--- src/rtl/htg_ad9213_mmcm_pkg.sv ---
// rtl/htg_ad9213_mmcm_pkg.sv - state encoding, parameter defaults and counter sizing for the MMCM supervisor
package htg_ad9213_mmcm_pkg;

  typedef enum logic [2:0] {
    RESET,
    WAIT_LOCK,
    DS_RST,
    RUN,
    LOST,
    FAULT
  } state_t;

  localparam int unsigned DEF_RST_CYCLES          = 16;
  localparam int unsigned DEF_LOCK_STABLE_CYCLES  = 64;
  localparam int unsigned DEF_LOCK_TIMEOUT_CYCLES = 65536;
  localparam int unsigned DEF_DS_RST_CYCLES       = 32;
  localparam int unsigned DEF_MAX_RETRIES         = 7;
  localparam int unsigned DEF_CNT_W               = 8;

  // One spare bit above the terminal value so no counter can wrap.
  function automatic int unsigned cnt_width(input int unsigned n);
    return $clog2(n) + 1;
  endfunction

endpackage

--- src/rtl/htg_ad9213_lock_filter.sv ---
// rtl/htg_ad9213_lock_filter.sv - synchronises MMCM LOCKED and qualifies it over a run of stable cycles
module htg_ad9213_lock_filter
  import htg_ad9213_mmcm_pkg::*;
#(
  parameter int unsigned LOCK_STABLE_CYCLES = DEF_LOCK_STABLE_CYCLES
) (
  input  logic clk,
  input  logic rst,
  input  logic clr,
  input  logic mmcm_locked,
  output logic locked_s,
  output logic lock_qualified
);

  localparam int unsigned W = cnt_width(LOCK_STABLE_CYCLES);
  localparam logic [W-1:0] TARGET = W'(LOCK_STABLE_CYCLES - 1);

  logic         meta;
  logic [W-1:0] stable_cnt;

  always_ff @(posedge clk) begin
    if (rst) begin
      meta     <= 1'b0;
      locked_s <= 1'b0;
    end else begin
      meta     <= mmcm_locked;
      locked_s <= meta;
    end
  end

  always_ff @(posedge clk) begin
    if (rst || clr || !locked_s) begin
      stable_cnt <= '0;
    end else if (stable_cnt != TARGET) begin
      stable_cnt <= stable_cnt + 1'b1;
    end
  end

  assign lock_qualified = locked_s && (stable_cnt == TARGET);

endmodule

--- src/rtl/htg_ad9213_mmcm_supervisor.sv ---
// rtl/htg_ad9213_mmcm_supervisor.sv - AD9213 capture MMCM sequencer/supervisor
// HTG_AD9213_MMCM_RETRY_LIMIT_EN adds a FAULT state after MAX_RETRIES consecutive lock timeouts.
module htg_ad9213_mmcm_supervisor
  import htg_ad9213_mmcm_pkg::*;
#(
  parameter int unsigned RST_CYCLES          = DEF_RST_CYCLES,
  parameter int unsigned LOCK_STABLE_CYCLES  = DEF_LOCK_STABLE_CYCLES,
  parameter int unsigned LOCK_TIMEOUT_CYCLES = DEF_LOCK_TIMEOUT_CYCLES,
  parameter int unsigned DS_RST_CYCLES       = DEF_DS_RST_CYCLES,
`ifdef HTG_AD9213_MMCM_RETRY_LIMIT_EN
  parameter int unsigned MAX_RETRIES         = DEF_MAX_RETRIES,
`endif
  parameter int unsigned CNT_W               = DEF_CNT_W
) (
  input  logic             clk,
  input  logic             rst,
  input  logic             enable,
  input  logic             soft_reset,
  input  logic             clear_status,
  input  logic             mmcm_locked,
  output logic             mmcm_rst,
  output logic             ds_rst,
  output logic             ready,
  output logic             timeout_err,
  output logic             fault,
  output logic [CNT_W-1:0] relock_count
);

  localparam int unsigned RST_W = cnt_width(RST_CYCLES);
  localparam int unsigned TO_W  = cnt_width(LOCK_TIMEOUT_CYCLES);
  localparam int unsigned DS_W  = cnt_width(DS_RST_CYCLES);
  localparam logic [RST_W-1:0] RST_LAST = RST_W'(RST_CYCLES - 1);
  localparam logic [TO_W-1:0]  TO_LAST  = TO_W'(LOCK_TIMEOUT_CYCLES - 1);
  localparam logic [DS_W-1:0]  DS_LAST  = DS_W'(DS_RST_CYCLES - 1);

  state_t            state, next_state;
  logic              locked_s, lock_qualified;
  logic              in_wait, timeout, timeout_take, restart;
  logic              mmcm_rst_d, ds_rst_d, ready_d;
  logic [RST_W-1:0]  rst_cnt;
  logic [TO_W-1:0]   to_cnt;
  logic [DS_W-1:0]   ds_cnt;

  htg_ad9213_lock_filter #(
    .LOCK_STABLE_CYCLES(LOCK_STABLE_CYCLES)
  ) u_lock_filter (
    .clk            (clk),
    .rst            (rst),
    .clr            (!in_wait),
    .mmcm_locked    (mmcm_locked),
    .locked_s       (locked_s),
    .lock_qualified (lock_qualified)
  );

  assign in_wait      = (state == WAIT_LOCK);
  assign timeout      = in_wait && (to_cnt == TO_LAST);
  assign timeout_take = timeout && enable && !soft_reset && !lock_qualified;

`ifdef HTG_AD9213_MMCM_RETRY_LIMIT_EN
  localparam int unsigned RETRY_W = cnt_width(MAX_RETRIES);
  localparam logic [RETRY_W-1:0] RETRY_LAST = RETRY_W'(MAX_RETRIES - 1);

  logic [RETRY_W-1:0] retry_cnt;
  logic               retry_hit;

  assign retry_hit = (retry_cnt >= RETRY_LAST);

  always_ff @(posedge clk) begin
    if (rst || (enable && soft_reset) || (in_wait && enable && lock_qualified)) begin
      retry_cnt <= '0;
    end else if (timeout_take) begin
      retry_cnt <= retry_cnt + 1'b1;
    end
  end
`endif

  always_comb begin
    next_state = state;
    // FAULT is only left through soft_reset, even with enable low.
    if (state == FAULT) begin
      next_state = soft_reset ? RESET : FAULT;
    end else if (!enable || soft_reset) begin
      next_state = RESET;
    end else begin
      case (state)
        RESET:     if (rst_cnt == RST_LAST) next_state = WAIT_LOCK;
        WAIT_LOCK: begin
          if (lock_qualified) begin
            next_state = DS_RST;
          end else if (timeout) begin
`ifdef HTG_AD9213_MMCM_RETRY_LIMIT_EN
            next_state = retry_hit ? FAULT : RESET;
`else
            next_state = RESET;
`endif
          end
        end
        DS_RST: begin
          if (!locked_s)                next_state = LOST;
          else if (ds_cnt == DS_LAST)   next_state = RUN;
        end
        RUN:       if (!locked_s) next_state = LOST;
        LOST:      next_state = RESET;
        default:   next_state = RESET;
      endcase
    end
  end

  always_comb begin
    mmcm_rst_d = (next_state == RESET) || (next_state == FAULT);
    ds_rst_d   = (next_state != RUN);
    ready_d    = (next_state == RUN);
  end

  always_ff @(posedge clk) begin
    if (rst) begin
      state    <= RESET;
      mmcm_rst <= 1'b1;
      ds_rst   <= 1'b1;
      ready    <= 1'b0;
    end else begin
      state    <= next_state;
      mmcm_rst <= mmcm_rst_d;
      ds_rst   <= ds_rst_d;
      ready    <= ready_d;
    end
  end

`ifdef HTG_AD9213_MMCM_RETRY_LIMIT_EN
  always_ff @(posedge clk) begin
    if (rst) fault <= 1'b0;
    else     fault <= (next_state == FAULT);
  end
`else
  assign fault = 1'b0;
`endif

  // Phase counters restart on every state change so each dwell is measured from entry.
  assign restart = (next_state != state) || soft_reset || !enable;

  always_ff @(posedge clk) begin
    if (rst || restart) begin
      rst_cnt <= '0;
      to_cnt  <= '0;
      ds_cnt  <= '0;
    end else begin
      if (state == RESET)     rst_cnt <= rst_cnt + 1'b1;
      if (state == WAIT_LOCK) to_cnt  <= to_cnt + 1'b1;
      if (state == DS_RST)    ds_cnt  <= ds_cnt + 1'b1;
    end
  end

  always_ff @(posedge clk) begin
    if (rst || clear_status) begin
      timeout_err  <= 1'b0;
      relock_count <= '0;
    end else begin
      if (timeout_take) timeout_err <= 1'b1;
      if ((next_state == LOST) && (relock_count != {CNT_W{1'b1}}))
        relock_count <= relock_count + 1'b1;
    end
  end

endmodule
--- config.mk ---
export PLATFORM = sky130hd
export DESIGN_NAME = htg_ad9213_mmcm_supervisor
export DESIGN_NICKNAME = d
export VERILOG_FILES = /design/src/rtl/htg_ad9213_mmcm_pkg.sv /design/src/rtl/htg_ad9213_lock_filter.sv /design/src/rtl/htg_ad9213_mmcm_supervisor.sv
export SDC_FILE = /design/constraint.sdc
export NUM_CORES = 1
export LEC_CHECK = 0
export ABC_CLOCK_PERIOD_IN_PS = 3000
export BUFFER_PORTS_ARGS = -buffer_cell sky130_fd_sc_hd__buf_2
export CORE_MARGIN = 2
export CORE_UTILIZATION = 59
export CTS_CLUSTER_DIAMETER = 120
export DETAILED_ROUTE_END_ITERATION = 12
export PLACE_DENSITY = 0.87
export RECOVER_POWER = 50
export SYNTH_ARGS = -nofsm -noshare
export SYNTH_HDL_FRONTEND = slang
export SYNTH_HIERARCHICAL = 1
export SYNTH_SLANG_ARGS = --single-unit
export TNS_END_PERCENT = 5
--- constraint.sdc ---
create_clock -name clk -period 3 [get_ports clk]
set_input_delay 0.75 -clock clk [delete_from_list [all_inputs] [get_ports clk]]
set_output_delay 0.75 -clock clk [all_outputs]
set_load 0.01 [all_outputs]
After elaboration in Yosys (flattened, before gate mapping)

Cells that the tools add are included.

Add/subtract/negate cells: 5
Equal/unequal tests: 15
Muxes and demuxes: 10
Reductions and logical operators: 21

Operators by type and width:

| kind                    | number |
|---|---|
| $mux W3                 | 9 |
| $add A17 B1 Y17 const B | 1 |
| $eq A17 B16 Y1 const B  | 1 |
| $pmux W3 S4             | 1 |
| $eq A3 B2 Y1 const B    | 3 |
| $eq A3 B3 Y1 const B    | 3 |
| $add A8 B1 Y8 const B   | 1 |
| $logic_or A1 B1 Y1      | 8 |
| $ne A8 B8 Y1 const B    | 1 |
| $add A7 B1 Y7 const B   | 1 |
| $eq A7 B6 Y1 const B    | 1 |
| $ne A7 B6 Y1 const B    | 1 |
| $add A6 B1 Y6 const B   | 1 |
| $eq A6 B5 Y1 const B    | 1 |
| $logic_and A1 B1 Y1     | 6 |
| $logic_not A3 Y1        | 2 |
| $add A5 B1 Y5 const B   | 1 |
| $eq A5 B4 Y1 const B    | 1 |
| $logic_not A1 Y1        | 5 |
| $eq A3 B1 Y1 const B    | 1 |
| $ne A3 B2 Y1 const B    | 1 |
| $ne A3 B3 Y1            | 1 |

Register bits: 52
Logic and storage cells: 63

Longest topological paths before layout

Gate-level depths: netlist of run 1.

Depth in word-level cells: 11
Mapped depth: 10

Cells and area by module

The synthesis of run 1 kept the hierarchy.

By module, submodules not included:

| module                     | times used | cells each | area each (um^2) | seq. area each (um^2) |
|---|---|---|---|---|
| htg_ad9213_mmcm_supervisor | 1          | 219        | 2,050.7          | 860.8 |
| htg_ad9213_lock_filter     | 1          | 40         | 390.4            | 180.2 |

Worst setup path before layout of run 1

OpenSTA, ideal clock, no wires.

Path kind: reg2reg
Start point: reg to_cnt[2]
End point: reg rst_cnt[1]
Library setup time: 64 ps
Arrival: 2,178 ps
Data required time: 2,936 ps
Path slack: 758 ps
Cell stages (with the launch flop): 11
Clock period less this slack: 2,242 ps
Path through: dfxtp_1 and4_1 and3_1 nand3_1 nor3_1 ha_1 o311ai_4 o21ai_2 mux2_4 buf_6 nor2_2

Cells in the longest elaborated chain, start to end: 11

Ends and longest elaborated chain:

| element                         | line                              | RTL |
|---|---|---|
| from (decl)                     | htg_ad9213_mmcm_supervisor.sv:41  | `logic [TO_W-1:0] to_cnt;` |
| from (signal assigned)          | htg_ad9213_mmcm_supervisor.sv:148 | `if (state == WAIT_LOCK) to_cnt <= to_cnt + 1'b1;` |
| $eq A17 B16 Y1                  | htg_ad9213_mmcm_supervisor.sv:56  | `assign timeout = in_wait && (to_cnt == TO_LAST);` |
| $logic_and A1 B1 Y1             | htg_ad9213_mmcm_supervisor.sv:56  |  |
| $mux W3                         | htg_ad9213_mmcm_supervisor.sv:90  | `end else if (timeout) begin` |
| $mux W3                         | htg_ad9213_mmcm_supervisor.sv:88  | `if (lock_qualified) begin` |
| $pmux W3 S4                     | htg_ad9213_mmcm_supervisor.sv:85  | `case (state)` |
| $mux W3                         | htg_ad9213_mmcm_supervisor.sv:82  | `end else if (!enable \|\| soft_reset) begin` |
| $mux W3                         | htg_ad9213_mmcm_supervisor.sv:80  | `if (state == FAULT) begin` |
| $ne A3 B3 Y1                    | htg_ad9213_mmcm_supervisor.sv:139 | `assign restart = (next_state != state) \|\| soft_reset \|\| !enable;` |
| $logic_or A1 B1 Y1 (2 in a row) | htg_ad9213_mmcm_supervisor.sv:139 |  |
| $logic_or A1 B1 Y1              | htg_ad9213_mmcm_supervisor.sv:142 | `if (rst \|\| restart) begin` |
| to (signal assigned)            | htg_ad9213_mmcm_supervisor.sv:147 | `if (state == RESET) rst_cnt <= rst_cnt + 1'b1;` |
| to (decl)                       | htg_ad9213_mmcm_supervisor.sv:40  | `logic [RST_W-1:0] rst_cnt;` |

Every way passes these cells.
A chain may end at the register's enable or synchronous reset.

Worst setup path after layout of run 1

Start point: reg to_cnt[2]
End point: reg to_cnt[16]

Cells in the longest elaborated chain, start to end: 11

Ends and longest elaborated chain:

| element                         | line |
|---|---|
| $eq A17 B16 Y1                  | htg_ad9213_mmcm_supervisor.sv:56 |
| $logic_and A1 B1 Y1             | htg_ad9213_mmcm_supervisor.sv:56 |
| $mux W3                         | htg_ad9213_mmcm_supervisor.sv:90 |
| $mux W3                         | htg_ad9213_mmcm_supervisor.sv:88 |
| $pmux W3 S4                     | htg_ad9213_mmcm_supervisor.sv:85 |
| $mux W3                         | htg_ad9213_mmcm_supervisor.sv:82 |
| $mux W3                         | htg_ad9213_mmcm_supervisor.sv:80 |
| $ne A3 B3 Y1                    | htg_ad9213_mmcm_supervisor.sv:139 |
| $logic_or A1 B1 Y1 (2 in a row) | htg_ad9213_mmcm_supervisor.sv:139 |
| $logic_or A1 B1 Y1              | htg_ad9213_mmcm_supervisor.sv:142 |

Parallel ways exist; a longest one is shown, timed or not.

==> metrics, run 1 <==
final setup fails=0; share of post-route cells with drive strength above 1=14.86%; worst-case clock skew=0.01058 ns; Core Box Area=4000 um2; Wirelength per Cell=12.59 um; Worst setup EP type=flop; Sink Count=52; Req. time, crit path=3.22 ns; max-slew violation count=0; Top Layer Used=met4; worst reg2reg startpoint=to_cnt[2]; final core utilization=66.41%; outcome=finished, final reports clean; met1 wire length=1893 um; critical path depth in cells=9; DR vias/cell=5.472; HPWL Detailed=2847 um; first-pass GRT wire length=6499 um; Worst-Margin Slew=0.7962 ns; Die Wd=68.32 um; hold path cells=1; WL met2=2044 um; die area=4668 um2; Hold Buf Count CTS=0; CTS tree=done; Synth Register Bits=52; Top delay family on crit path=simple AND/OR/NAND/NOR gates; cell taking the most area after synthesis=dfxtp_1; Buf+Inv Stages, Crit Path=0; most common flop cell mapped by yosys=dfxtp_1; most common cell in the netlist=dfxtp_1; post-CTS sizing=0; kind of critical path=reg -> reg; TritonCTS Buffers=5; Synth-to-Final Area Change=8.816%; Worst-path clk slew=0.10 ns; ant diodes=0; Max Fclk=0.3934 GHz; filler cell count in the final layout=316; worst hold path type=reg -> reg; clock insertion delay at the later pin of the skew report=0.31 ns; pwr/cell area=510.4 nW/um2; Post-synth ARST share=0%; number of flops mapped to enable cells by yosys=0; RSZ-0062 raised after global routing=no; R2R Setup Slk=0.46 ns; register area share after synthesis=42.64%; Max transition margin=46.81%; Pre-antenna DRT Iters=4; crit path launch=to_cnt[2]; Mapped Area=2441 um2; post-synth top area share=42.64%; top cells by area, synth=dfxtp_1 (43%), xor2_1 (5.7%), nor2_2 (5.1%); number of global-route vias before repair=1526; fin nets=288; initial antenna violation count=0; Initial Util=61.03%; I/O pin total=19; largest net degree at the start of global routing=29; Antenna Nets Post-Route=0; I/O Buffers=17; Die Span Y=68.32 um; slowest stage cell on the critical path=mux2_4; Post-Syn Nets=272; CP cell instances=and4_1 > and3_1 > nand3_1 > nor3_1 > ha_1 > o311ai_4 > o21ai_2 > mux2_4 > a211oi_1; via count=1784; crit share post-route=84.73%; synth warn=6; Critical Path Max Stage Delay=0.49 ns; setup bufs post-CTS=0; Max Cap Viol=0; root buffer cell=clkbuf_8; Worst setup endpoint=to_cnt[16]; R2R cell count=9; r2r endpoint=to_cnt[16]; arrival time worst endpoint=2.76 ns; Final Critical Period=2.542 ns; DRC=0; Cells after Synth=259; Startpoint Class=flop; number of H-tree levels=2; # rows=23; GP Congestion=0.8122; CP Max Fanout=28; VDD IR max=324.0 uV; met3 routed WL=117 um; Distinct cells, synth=48; Lkg Pwr=0.9379 nW; total gr overflow=0; initial DRC count=79; final hold vios=0; Max Buffers Root-to-Sink=2; post-route setup TNS=0 ns; syn avg cell area=9.425 um2; WL final=4104 um; total track usage=18.51%; leading cell types by count after synthesis=dfxtp_1 (52), nor2_2 (20), nor2_1 (18)
state kept, by name (all words and copies together) (netlist names):
signal	cells
ready	1
timeout_err	1
ds_rst	1
u_lock_filter/meta	1
state	3
ds_cnt	6
u_lock_filter/stable_cnt	7
relock_count	8
to_cnt	17
rst_cnt	5
mmcm_rst	1
u_lock_filter/locked_s	1
layout make-up:
| type | count | area [um2] | area share [%] |
|---|---|---|---|
| Clock buffer | 5 | 68.82 | 2.591 |
| Clock inverter | 3 | 90.09 | 3.391 |
| Inverter | 9 | 33.78 | 1.272 |
| Multi-Input combinational cell | 190 | 1292 | 48.66 |
| Sequential cell | 52 | 1041 | 39.19 |
| Tap cell | 50 | 62.56 | 2.355 |
| Timing Repair Buffer | 17 | 67.56 | 2.544 |
how the worst min path moves through the flow:
stage | start | end | slack, ns
2_1_floorplan | u_lock_filter/meta | u_lock_filter/locked_s | 0.41
3_3_place_gp | u_lock_filter/meta | u_lock_filter/locked_s | 0.42
3_5_place_dp | u_lock_filter/meta | u_lock_filter/locked_s | 0.43
4_1_cts | u_lock_filter/meta | u_lock_filter/locked_s | 0.45
5_1_grt | u_lock_filter/meta | u_lock_filter/locked_s | 0.46
6_report | u_lock_filter/meta | u_lock_filter/locked_s | 0.45
power breakdown:
| part | switching, mW | leakage, nW | total (mW) | internal [mW] |
|---|---|---|---|---|
| combinational | 0.0145 | 0.440 | 0.0218 | 0.00733 |
| sequential | 0.00161 | 0.419 | 0.693 | 0.691 |
| clock | 0.224 | 0.0784 | 0.641 | 0.417 |
| total | 0.240 | 0.938 | 1.36 | 1.12 |
layer usage:
metal,GRT usage (%),vias up
met5,0,-
met2,30.34,21
li1,-,925
met3,5.428,6
met4,5.500,0
met1,23.49,832
worst register-to-register path, delay by kind of cell (launching register included):
kind,cells,cell delay [ns]
and+or+nand+nor,4,0.76
AOI/OAI and AO/OA,3,0.58
muxes,1,0.49
DFF,1,0.40
adders and majority gates,1,0.23
cells in the final DEF, fill, tap and decap left out, drive strengths merged, types with 4 or more instances in the layout:
| cell | n |
|---|---|
| dfxtp | 52 |
| nor2 | 38 |
| clkbuf | 19 |
| nand2 | 17 |
| xor2 | 16 |
| xnor2 | 12 |
| nand3 | 11 |
| and3 | 9 |
| inv | 9 |
| nor3 | 9 |
| nand4 | 8 |
| o21ai | 8 |
| ha | 7 |
| nor2b | 5 |
| mux2i | 5 |
| a21oi | 5 |
| nor3b | 5 |
| or3 | 4 |
| a31oi | 4 |
cell families (layout without fill, tap and decap cells):
logic type / Yosys count / after routing / share of synthesized area [%]
flip-flops: 52 / 52 / 42.64
other: 1 / 1 / 0.1536
XOR/XNOR: 28 / 28 / 10.05
adder cells (fa/ha/maj): 7 / 7 / 3.588
AO/OA/AOI/OAI: 28 / 28 / 8.355
AND/OR/NAND/NOR: 120 / 120 / 28.65
buffers and inverters: 17 / 34 / 3.895
multiplexers: 6 / 6 / 2.665
per-stage QoR:
step	hold WS (ns)	cell area, um2	total power, mW	instances	setup slack, ns
floorplan	0.4138	2441	0.7264	259	0.7583
global placement	0.4243	2527	0.7322	318	0.5181
detailed placement	0.4281	2527	0.7324	318	0.4443
CTS	0.4518	2686	1.369	326	0.4355
global route	0.4638	2656	1.394	326	0.2335
finish	0.4462	2656	1.356	326	0.4582
Power figures use the tool's default switching activity.
==> inputs of run 2 (changes only) <==
--- a/config.mk
+++ b/config.mk
@@ -5,13 +5,14 @@
 export SDC_FILE = /design/constraint.sdc
 export NUM_CORES = 1
 export LEC_CHECK = 0
-export ABC_CLOCK_PERIOD_IN_PS = 3000
+export ABC_AREA = 1
+export ABC_CLOCK_PERIOD_IN_PS = 2150
 export BUFFER_PORTS_ARGS = -buffer_cell sky130_fd_sc_hd__buf_2
 export CORE_MARGIN = 2
-export CORE_UTILIZATION = 59
+export CORE_UTILIZATION = 54
 export CTS_CLUSTER_DIAMETER = 120
 export DETAILED_ROUTE_END_ITERATION = 12
-export PLACE_DENSITY = 0.87
+export PLACE_DENSITY = 0.83
 export RECOVER_POWER = 50
 export SYNTH_ARGS = -nofsm -noshare
 export SYNTH_HDL_FRONTEND = slang
==> constraint.sdc (replaced) <==
create_clock -name clk -period 2.15 [get_ports clk]
set_input_delay 0.5375 -clock clk [delete_from_list [all_inputs] [get_ports clk]]
set_output_delay 0.5375 -clock clk [all_outputs]
set_load 0.01 [all_outputs]
==> run 2 against run 1 <==
  * Global-route usage rose by 1.3 points
  * Wire length increased by 36%
  * Power grew 16%
  * Worst hold slack worse by 0.028 ns
  * Largest power group unchanged
  * Sequential cell count stayed put
==> metrics, run 2 <==
Largest regs=to_cnt (17), relock_count (8), u_lock_filter/stable_cnt (7); I/O pin total=19; number of flops mapped to enable cells by yosys=0; worst hold path type=reg -> reg; GP Congestion=0.8728; Worst-Margin Slew=0.5824 ns; Largest Register=to_cnt; CP Max Fanout=15; number of global-route vias before repair=2360; CTS tree=done; VDD IR max=289.0 uV; most common cell in the netlist=nand2_1; max reg flops=17; worst-case clock skew=0.01002 ns; arrival time worst endpoint=2.31 ns; initial DRC count=136; register area share after synthesis=35.80%; Max Cap Viol=0; most frequent cells in the layout=nand2_1 (60), nor2_1 (49), inv_1 (48); Post-synth ARST share=0%; largest net degree at the start of global routing=16; ant diodes=0; synth warn=6; worst reg2reg startpoint=to_cnt[6]; hold path cells=2; DRC=0; outcome=finished, final reports clean; # rows=26; RSZ-0062 raised after global routing=yes; Pre-antenna DRT Iters=5; leading cell types by count after synthesis=nand2_1 (61), dfxtp_1 (52), nor2_1 (52); I/O Buffers=17; total gr overflow=0; Mapped Area=2908 um2; fin nets=426; syn avg cell area=7.672 um2; Finished Cell Area=3267 um2; most common cell after layout, fill and taps aside=nand2_1; area occupied by multi-input gates=1585 um2; Cells after Synth=379; top cells by area, synth=dfxtp_1 (36%), nor3_2 (8.6%), nand2_1 (7.9%); max-slew violation count=0; Max Buffers Root-to-Sink=2; Lkg Pwr=1.159 nW; via count=2505; final core utilization=63.56%; Worst setup EP type=flop; kind of critical path=reg -> reg; Synth-to-Final Area Change=12.35%; pwr/cell area=482.7 nW/um2; Overall Power=1.577 mW; Die Wd=77.38 um; Cell Area, Placed=3157 um2; Startpoint Class=flop; die area=5988 um2; first-pass GRT wire length=9818 um; Synth Register Bits=52; Die Span Y=77.38 um; HPWL Detailed=4151 um; Wirelength per Cell=11.59 um; TritonCTS Buffers=5; Req. time, crit path=2.35 ns; crit path launch=to_cnt[6]; Hold Startpoint=u_lock_filter/meta; root buffer cell=clkbuf_8; crit share post-route=98.44%; Max transition margin=60.87%; WL final=5600 um; Initial Util=56.57%; total track usage=19.81%; Core Box Area=5140 um2; clock insertion delay at the later pin of the skew report=0.31 ns; DR vias/cell=5.186; most common flop cell mapped by yosys=dfxtp_1; Sink Count=52; post-synth top area share=35.80%; final hold vios=0; number of H-tree levels=2; share of post-route cells with drive strength above 1=22.52%; Antenna Nets Post-Route=0; cell taking the most area after synthesis=dfxtp_1; register area=1047 um2; R2R cell count=13; Max Fclk=0.4725 GHz; Post-Syn Nets=392; post-route setup TNS=0 ns; Worst-path clk slew=0.09 ns; filler cell count in the final layout=433; initial antenna violation count=0; final setup fails=0; Final Critical Period=2.117 ns; WHS=0.4186 ns; Distinct cells, synth=36
## run 2: cell count changes in the layout (fill, tap and decap cells not counted), sizes merged, moves of 12 or more
cell,change
buf,+20
nor2,+21
nand2,+51
inv,+42
nor3,+29
nand3,+12
## run 2: stage by stage
stage	cells	setup WS (ns)
after global routing	483	-0.1094
after detailed placement	475	-0.002048
after floorplan	379	0.1092
final	483	0.03343
after CTS	482	0.01748
after global placement	475	0.06871
## run 2: layout make-up
cell class,instances,share of cell area (%)
clock buffers,5,2.106
clock inverters,2,0.3830
inverters,54,6.243
multi-input cells,264,48.53
flip-flops and latches,52,32.06
well taps,70,2.681
repair buffers,36,8.005
## run 2: kinds of logic (layout without fill, tap and decap cells)
logic type | count (synthesis) | after routing | share of synthesized area [%]
AO/OA/AOI/OAI | 39 | 39 | 7.659
multiplexers | 3 | 3 | 1.033
AND/OR/NAND/NOR | 200 | 200 | 37.39
buffers and inverters | 63 | 97 | 10.76
XOR/XNOR | 14 | 14 | 4.217
adder cells (fa/ha/maj) | 7 | 7 | 3.012
other | 1 | 1 | 0.1290
flip-flops | 52 | 52 | 35.80
## run 2: path summary, 6_finish.rpt
check                      endpoint  slack [ns]
min          u_lock_filter/locked_s        0.42
max reg2reg               to_cnt[7]        0.03
min reg2reg  u_lock_filter/locked_s        0.42
max                       to_cnt[7]        0.03
## run 2: worst max-delay path, cell delays in order (launching register included)
cell     delay (ns)
dfxtp_2        0.36
nand2_2        0.07
nor2_2         0.12
inv_1          0.07
nor4_2         0.29
ha_2           0.23
nor2_1         0.05
nand3_1        0.10
nand3_2        0.09
o21ai_2        0.18
nand3_2        0.11
nand2_4        0.12
buf_12         0.17
nor3_2         0.04
## run 2: timing repair
action / 4_1_cts / 5_1_grt
buffers inserted: 0 / 1
setup endpoints to repair: 19 / 29
hold buffers: 0 / 0
resized for setup: 3 / 12
pin swaps: 1 / 1
## run 2: report_power, final
group / internal [mW] / switching, mW / leakage [nW]
registers: 0.965 / 0.00243 / 0.422
clock network: 0.221 / 0.318 / 0.0400
logic: 0.0266 / 0.0438 / 0.697
total: 1.21 / 0.364 / 1.16
## run 2: per-layer routing
| metal | track usage [%] | vias to the layer above | wire length [um] |
|---|---|---|---|
| met4 | 8.571 | 0 | 131 |
| li1 | - | 1285 | - |
| met5 | 0 | - | 0 |
| met3 | 4.186 | 14 | 275 |
| met1 | 24.21 | 1148 | 2527 |
| met2 | 33.65 | 58 | 2666 |
